==> src/rtl/axis_ready_sink.sv <==
// AXI-Stream sink with a scheduled tready (always/oscillate/window) and beat accounting.
// Optional tdata sequence checker: define AXIS_SINK_SEQ_CHECK_EN.
module axis_ready_sink #(
  parameter int DATA_WIDTH   = 16,
  parameter int READY_POLICY = 1,
  parameter int LOW_TIME     = 1,
  parameter int HIGH_TIME    = 200,
  parameter int CHECK_STEP   = 2
) (
  input  logic                  aclk,
  input  logic                  aresetn,
  input  logic                  s_axis_tvalid,
  output logic                  s_axis_tready,
  input  logic [DATA_WIDTH-1:0] s_axis_tdata,
  output logic [31:0]           beat_count,
  output logic [DATA_WIDTH-1:0] last_tdata,
  output logic                  seq_err
);

  localparam logic [0:0]  ST_LOW  = 1'b0;
  localparam logic [0:0]  ST_HIGH = 1'b1;
  localparam logic [15:0] LOW_LD  = 16'(LOW_TIME - 1);
  localparam logic [15:0] HIGH_LD = 16'(HIGH_TIME - 1);

  // Unknown policies fall back to always-ready.
  localparam int POL =
    (READY_POLICY == 1 || READY_POLICY == 2) ? READY_POLICY : 0;

  logic [0:0]            state_q, state_d;
  logic [15:0]           cnt_q, cnt_d;
  logic                  tready_q, tready_d;
  logic [31:0]           beat_count_q, beat_count_d;
  logic [DATA_WIDTH-1:0] last_tdata_q, last_tdata_d;
  logic                  acc;

  assign acc = s_axis_tvalid & tready_q;

  always_comb begin
    state_d  = state_q;
    cnt_d    = cnt_q;
    tready_d = tready_q;
    if (POL == 0) begin
      tready_d = 1'b1;
    end else begin
      case (state_q)
        ST_LOW: begin
          if (cnt_q == 16'd0) begin
            state_d  = ST_HIGH;
            cnt_d    = HIGH_LD;
            tready_d = 1'b1;
          end else begin
            cnt_d    = cnt_q - 16'd1;
            tready_d = 1'b0;
          end
        end
        default: begin
          tready_d = 1'b1;
          if (cnt_q != 16'd0) begin
            cnt_d = cnt_q - 16'd1;
          end else if (POL == 1) begin
            state_d  = ST_LOW;
            cnt_d    = LOW_LD;
            tready_d = 1'b0;
          end
        end
      endcase
    end
  end

  always_comb begin
    beat_count_d = beat_count_q;
    last_tdata_d = last_tdata_q;
    if (acc) begin
      beat_count_d = beat_count_q + 32'd1;
      last_tdata_d = s_axis_tdata;
    end
  end

  always_ff @(posedge aclk) begin
    if (!aresetn) begin
      state_q      <= ST_LOW;
      cnt_q        <= LOW_LD;
      tready_q     <= 1'b0;
      beat_count_q <= 32'd0;
      last_tdata_q <= '0;
    end else begin
      state_q      <= state_d;
      cnt_q        <= cnt_d;
      tready_q     <= tready_d;
      beat_count_q <= beat_count_d;
      last_tdata_q <= last_tdata_d;
    end
  end

  assign s_axis_tready = tready_q;
  assign beat_count    = beat_count_q;
  assign last_tdata    = last_tdata_q;

`ifdef AXIS_SINK_SEQ_CHECK_EN
  localparam logic [DATA_WIDTH-1:0] STEP = DATA_WIDTH'(CHECK_STEP);

  logic                  seen_q, seen_d;
  logic                  seq_err_q, seq_err_d;
  logic [DATA_WIDTH-1:0] exp_tdata;

  // The first beat after reset has no predecessor to compare against.
  always_comb begin
    exp_tdata = last_tdata_q + STEP;
    seen_d    = seen_q | acc;
    seq_err_d = seq_err_q |
      (acc & seen_q & (s_axis_tdata != exp_tdata));
  end

  always_ff @(posedge aclk) begin
    if (!aresetn) begin
      seen_q    <= 1'b0;
      seq_err_q <= 1'b0;
    end else begin
      seen_q    <= seen_d;
      seq_err_q <= seq_err_d;
    end
  end

  assign seq_err = seq_err_q;
`else
  assign seq_err = 1'b0;
`endif

endmodule

==> config.mk <==
export PLATFORM = sky130hd
export DESIGN_NAME = axis_ready_sink
export DESIGN_NICKNAME = d
export VERILOG_FILES = /design/src/rtl/axis_ready_sink.sv
export SDC_FILE = /design/constraint.sdc
export NUM_CORES = 1
export LEC_CHECK = 0
export BUFFER_PORTS_ARGS = -buffer_cell sky130_fd_sc_hd__buf_2
export CAP_MARGIN = 20
export CORE_ASPECT_RATIO = 1.75
export CORE_MARGIN = 4
export CORE_UTILIZATION = 30
export DETAILED_ROUTE_END_ITERATION = 8
export GPL_TIMING_DRIVEN = 0
export PLACE_DENSITY_LB_ADDON = 0.12
export SLEW_MARGIN = 20
export SYNTH_ARGS = -nofsm -noshare
export SYNTH_HDL_FRONTEND = slang
export SYNTH_SLANG_ARGS = --single-unit
==> constraint.sdc <==
create_clock -name aclk -period 4 [get_ports aclk]
set_input_delay 0.4 -clock aclk [delete_from_list [all_inputs] [get_ports aclk]]
set_output_delay 0.4 -clock aclk [all_outputs]
set_load 0.05 [all_outputs]
==> results of run 1 <==
-- kinds of logic (layout without fill, tap and decap cells) --
logic type	after synthesis	count (layout)	synth area share, %
buf+inv	23	105	3.80
other cells	1	1	0.131
fa+ha+maj	2	2	0.873
simple gates	155	155	29.5
mux	5	5	1.75
compound gates	54	54	10.9
xor+xnor	25	25	7.64
flops	65	65	45.4
-- final timing paths --
| check | end | start | depth (start not counted) |
|---|---|---|---|
| hold / removal | last_tdata[0] | s_axis_tdata[0] | 3 |
| setup / recovery | cnt_q[13] | cnt_q[0] | 7 |
| hold reg to reg | last_tdata[15] | last_tdata[15] | 2 |
| setup reg to reg | cnt_q[13] | cnt_q[0] | 7 |
-- routing by layer --
metal / vias to the layer above / track usage (%) / part of all wire [%]
met1: 1197 / 15.7 / 40
met4: 0 / 7.12 / 2.0
met3: 9 / 3.99 / 4.2
met5: - / 0 / 0
met2: 42 / 26.2 / 53
li1: 1312 / - / -
-- worst register-to-register path, stage by stage (launching register included) --
cell,delay (ns)
dfxtp_1,0.34
inv_1,0.07
ha_1,0.22
nor2b_1,0.35
nand2_1,0.17
o31ai_4,0.39
buf_2,0.31
nor2_1,0.08
-- area by class of cell --
| cell class | count | area, sq um | share of cell area (%) |
|---|---|---|---|
| multi-input cells | 242 | 1460 | 40.3 |
| flip-flops and latches | 65 | 1300 | 36.0 |
| repair buffers | 67 | 335 | 9.29 |
| clock buffers | 15 | 258 | 7.14 |
| well taps | 122 | 153 | 4.23 |
| plain buffers | 16 | 82.6 | 2.29 |
| inverters | 7 | 26.3 | 0.728 |
-- cell usage in the layout (no fill, tap or decap), types with 2 or more instances in the layout --
master / synthesis / routed
buf_2: 3 / 70
dfxtp_1: 65 / 65
nand2_1: 54 / 54
a21oi_1: 32 / 32
nor2_1: 26 / 26
xor2_1: 20 / 20
clkbuf_1: 9 / 14
nand4_1: 12 / 12
nand3_1: 11 / 11
o31ai_1: 10 / 10
or4_1: 10 / 10
clkbuf_16: 0 / 9
and4_1: 7 / 7
nor3_1: 7 / 7
inv_1: 6 / 6
o21ai_1: 6 / 6
nand2b_1: 5 / 5
mux2i_1: 5 / 5
o21ai_0: 5 / 5
or3_1: 5 / 5
xnor2_1: 5 / 5
and2_1: 4 / 4
buf_6: 2 / 2
nor4_4: 2 / 2
nand4b_1: 2 / 2
ha_1: 2 / 2
-- per-stage QoR --
step / util [%] / std cells / area (sq um) / power (mW) / setup slack, ns
6_report: 38.4 / 534 / 3610 / 1.95 / 1.95
5_1_grt: 38.4 / 534 / 3610 / 2.07 / 1.74
4_1_cts: 38.4 / 534 / 3610 / 1.99 / 1.91
3_5_place_dp: 35.6 / 519 / 3350 / 1.27 / 1.93
3_3_place_gp: 35.6 / 519 / 3350 / 1.26 / 1.98
2_1_floorplan: - / 330 / 2870 / 1.16 / 1.95
-- flip-flops by register name, indices dropped and copies added, names as in the netlist --
signal / count
beat_count: 32
s_axis_tready: 1
cnt_q: 16
last_tdata: 16
-- where the power goes --
group	internal, mW	switching [mW]	leakage [nW]	total [mW]
combinational	0.165	0.292	0.779	0.457
clock	0.434	0.268	0.124	0.702
sequential	0.721	0.0730	0.527	0.794
total	1.32	0.633	1.43	1.95
==> results.md, run 1 <==
* Routed len/inst at around 14 um
* RSZ-0062 raised after global routing: no
* Routability cong. at approximately 0.71
* Vias/cell at between 4 and 5
* Nets at ~430
* Synth Instances at 330
* Drt first pass iters at 4
* Max frequency at a little under 500 MHz
* Peak supply drop at roughly 0.25 mV
* Post-CTS Setup Bufs at 0
* Startpoint Class: flip-flop
* DRC viols at 0
* WP buf/inv at 2
* Leading area contributor after synthesis: dfxtp_1
* Detailed Route WL at about 7600 um
* Max-slew violation count at 0
* Width of the die at 81.9 um
* Status: finished, final reports clean
* Synth Cell Area at about 0.0029 sq mm
* TritonCTS Buffers at 9
* Max-slew headroom at between 50% and 60%
* I/O pin cnt at approximately 70
* PortBufs at between 60 and 70
* First-pass GRT wire length at about 13000 um
* # H-tree levels at 3
* #FFs+latches synth at 65
* Avg Cell Area, Syn at a little under 9 sq um
* CP max stage delay at approximately 0.4 ns
* Num Clock Sinks at between 60 and 70
* Worst path slowest cell: o31ai_4
* Crit path max-delay family: simple AND/OR/NAND/NOR gates
* Worst skew pair latency at 0.33 ns
* Min Hold Slack at slightly above 0.3 ns
* Worst EP arrival at roughly 2.3 ns
* Area growth, synth to finish at 26.0%
* Yosys top cell area share at between 40% and 50%
* Synth Flop Type: dfxtp_1
* Die height at approximately 140 um
* # fillers at just over 1k
* Type of the most critical hold path: in -> reg
* Power per standard cell area at 541 mW/mm^2
* Post-DP HPWL at between 5000 and 6000 um
* Worst Path Required at about 4.2 ns
* Drt initial violations at 107
* Syn_nets at between 300 and 400
* Clk slew on worst S/H paths at approximately 0.050 ns
* # resized after CTS at 0
* Final period util at about 50%
* Synth area leaders: dfxtp_1 (45%), nand2_1 (7.1%), xor2_1 (6.1%)
* Post-synthesis sequential area ratio at between 40 and 50%
* Critical path fanouts, max at 10
* Initial Utilization at a little under a third
* Final hold vios at 0
* Final clock skew at approximately 0.0044 ns
* Post-route ant nets at 0
* Slew @ Worst Pin at around 0.63 ns
* Layout cells sized above 1 at around 22%
* Crit path capture type: flip-flop
* Ys Warns at 0
* Asr flop ratio synth at 0%
* P_leak at 1.43 nW
* Largest net degree at the start of global routing at 11
* Clk Tree Root Cell: clkbuf_16
* Post-synth EDFFs at 0
* CP cell instances: inv_1 > ha_1 > nor2b_1 > nand2_1 > o31ai_4 > buf_2 > nor2_1
* Top-count cell post-synth: dfxtp_1
* CTS Buffer Depth at 2
* Max cap viols at 0
* Hold Buf Count CTS at 0
* Core Rows at 47
* Critical path class: reg -> reg
* GRT overflow at 0
* Setup TNS after final layout at 0 ns
* Synth cell types at 40
* Vias in the first global route at about 2.6k
* Tmin final at between 2 and 2.5 ns
* Die ar. at approximately 0.011 sq mm
* Antenna diodes at 0
* Setup violations, final at 0
* Worst R2R Setup Slack at ~1.9 ns
* Synth cell count leaders: dfxtp_1 (65), nand2_1 (54), a21oi_1 (32)
* Core region area at 0.00941 sq mm
* GRT Util Overall at around 15%
* Initial antenna violation count at 0
* DR vias at roughly 2.6k
* CTS tree: built
No activity file was read; power rests on OpenSTA's default activity.
==> run 2, diff against run 1 <==
- ABC_AREA: not set -> 1
- clock period: 4 -> 1.65 ns (I/O delays scaled with it)
==> run 2 against run 1 <==
Compared with the run above: clock skew is essentially flat; power grew to 2.9 times the previous value; utilization grew 1.2 points; highest routed layer unchanged.
==> results.md, run 2 <==
* Status: finished, final reports clean
* Worst R2R Setup Slack at 0.12 ns (-1.83 ns)
* Synth Instances at 436 (+32%)
* Clk Tree Root Cell: clkbuf_16
* Reg2reg start: beat_count[1]
* Max reg flops at 32 (unchanged)
* Startpoint Class: flip-flop
* Post-synth EDFFs at 0 (unchanged)
* # fillers at 1120 (+9.4%)
* Worst EP arrival at 1.74 ns (-0.52 ns)
* TritonCTS Buffers at 9 (unchanged)
* Max-slew violation count at 0 (unchanged)
* Final clock skew at 0.00482 ns (+0.000455 ns)
* P_leak at 1.72 nW (+21%)
* Critical path fanouts, max at 6 (-4)
* Final core utilization at 39.6% (+1.2 points)
* Asr flop ratio synth at 0% (unchanged)
* DRC viols at 0 (unchanged)
* Initial Utilization at 31.0% (+0.56 points)
* Hold path start: s_axis_tdata[8]
* Initial antenna violation count at 0 (unchanged)
* Power per standard cell area at 1420 mW/mm^2 (+160%)
* Commonest non-fill, non-tap cell in the layout: nor2_1
* Crit. Startpoint: beat_count[1]
* Clk slew on worst S/H paths at 0.05 ns (about the same)
* Worst Path Required at 1.86 ns (-2.35 ns)
* Detailed Route WL at 8650 um (+13%)
* Width of the die at 84.7 um (+3.5%)
* Slew @ Worst Pin at 0.520 ns (-0.106 ns)
* GRT overflow at 0 (unchanged)
* CTS Buffer Depth at 2 (unchanged)
* Max-slew headroom at 65.3% (+7.0 points)
* CTS tree: built
* Setup TNS after final layout at 0 ns (unchanged)
* First-pass GRT wire length at 14300 um (+14%)
* Core region area at 0.00997 sq mm (+6.0%)
* Die ar. at 0.0121 sq mm (+7.3%)
* DR vias at 2989 (+17%)
* Final period util at 92.8% (+42 points)
* Pre-CTS setup slack at -0.0601 ns (-1.99 ns)
* R2R depth at 8 (+1)
* Placed insts at 628 (+21%)
* Top-count cell post-synth: nor2_1
* Area growth, synth to finish at 27.6%
* # H-tree levels at 3 (unchanged)
* Synth Flop Type: dfxtp_1
* Worst hold path depth at 3 (unchanged)
* Synth area leaders: dfxtp_1 (42%), nor2_1 (12%), nand2_1 (9.5%)
* Syn_nets at 457 (+30%)
* Final hold vios at 0 (unchanged)
* Post-DP HPWL at 6660 um (+18%)
* Vias in the first global route at 2971 (+16%)
* Max cap viols at 0 (unchanged)
* Most frequent cells in the layout: nor2_1 (99), nand2_1 (75), buf_2 (68)
* Hold Buf Count CTS at 0 (unchanged)
* Critical path class: reg -> reg
* Max frequency at 653 MHz (+34%)
* Post-synthesis sequential area ratio at 42.1% (-3.3 points)
* Final WS setup at 0.119 ns (-1.83 ns)
* Routability cong. at 0.828 (+17%)
* GRT Util Overall at 15.1% (+0.31 points)
* Final Non-Filler Cells at 648 (+21%)
* Synth Cell Area at 0.00309 sq mm (+7.9%)
* #FFs+latches synth at 65 (unchanged)
* I/O pin cnt at 69 (unchanged)
* Layout cells sized above 1 at 25.4% (+3.3 points)
* Min Hold Slack at 0.0914 ns (-0.216 ns)
* Num Clock Sinks at 65 (unchanged)
* Avg Cell Area, Syn at 7.09 sq um (-18%)
* Type of the most critical hold path: in -> reg
* Synth cell types at 33 (-18%)
* Worst skew pair latency at 0.32 ns (about the same)
* Synth cell count leaders: nor2_1 (100), nand2_1 (78), dfxtp_1 (65)
* Leading area contributor after synthesis: dfxtp_1
* Post-route ant nets at 0 (unchanged)
* Setup violations, final at 0 (unchanged)
* Crit path capture type: flip-flop
* Antenna diodes at 0 (unchanged)
* Yosys top cell area share at 42.1% (-3.3 points)
* Drt initial violations at 143 (+34%)
* Die height at 142 um (+3.7%)
* Nets at 541 (+26%)
* PortBufs at 67 (unchanged)
* Largest net degree at the start of global routing at 11 (unchanged)
* Routed len/inst at 13.3 um (-6.5%)
* CP max stage delay at 0.36 ns (-0.03 ns)
* Worst path slowest cell: dfxtp_4
* CP cell instances: ha_1 > nand3_1 > nor2_4 > nand3_4 > nor2_4 > nand3_1 > nand2_1 > nor2_2
* Tmin final at 1.53 ns (-0.519 ns)
* Ys Warns at 0 (unchanged)
* Vias/cell at 4.61 (-3.8%)
* Core Rows at 48 (+2.1%)
* Drt first pass iters at 4 (unchanged)
* Peak supply drop at 0.873 mV (+250%)
## run 2: changes by cell type in the layout (fill, tap and decap cells not counted), moves of 11 or more
cell / previous run / this run
inv_1: 6 / 37
xor2_1: 20 / 5
o21ai_0: 5 / 28
nor2_1: 26 / 99
a21oi_1: 32 / 21
nand2_1: 54 / 75
## run 2: worst paths after layout
path | endpoint
worst max-delay path | beat_count[24]
worst max register to register | beat_count[24]
worst min register to register | cnt_q[0]
worst min-delay path | last_tdata[8]
## run 2: per-layer routing
metal  global-route usage [%]  vias to the layer above  share of wire (%)
met3                     3.59                       20                3.6
met4                     7.59                        0                3.2
met5                        0                        -                  0
met2                     28.0                       60                 54
li1                         -                     1561                  -
met1                     15.5                     1348                 39
## run 2: cells by family (layout without fill, tap and decap cells)
logic type	count (synthesis)	count (layout)	share of synthesized area (%)
adder cells (fa/ha/maj)	2	2	0.809
AO/OA/AOI/OAI	58	58	9.83
AND/OR/NAND/NOR	250	250	38.0
other	1	1	0.121
XOR/XNOR	9	9	2.55
flip-flops	65	65	42.1
buffers and inverters	51	138	6.60
## run 2: power by group
part	leakage, nW	total, mW	switching (mW)	internal [mW]
Combinational	1.06	1.86	1.20	0.654
Clock	0.129	1.71	0.624	1.08
Sequential	0.530	2.02	0.200	1.82
## run 2: timing repair
item	in CTS	in global routing
buffers inserted	2	4
pin swaps	4	5
endpoints found under the setup margin	6	16
resized for setup	7	11
## run 2: cell type report
class / instances / area [sq um] / area share, %
Sequential cell: 65 / 1310 / 33.2
Buffer: 9 / 46.3 / 1.17
Timing Repair Buffer: 73 / 380 / 9.64
Multi-Input combinational cell: 320 / 1630 / 41.3
Tap cell: 125 / 156 / 3.96
Inverter: 42 / 158 / 3.99
Clock buffer: 14 / 264 / 6.69
## run 2: per-stage QoR
step	power [mW]	cell area, sq um
after floorplan	3.34	3100
after global placement	3.71	3590
after detailed placement	3.73	3590
after CTS	5.58	3890
after global routing	6.01	3950
final	5.59	3950
## run 2: worst max-delay path, delay by kind of cell, from the launching register on
| family | cells | cell delay (ns) |
|---|---|---|
| flip-flops | 1 | 0.36 |
| adder cells (fa/ha/maj) | 1 | 0.16 |
| AND/OR/NAND/NOR | 7 | 0.89 |
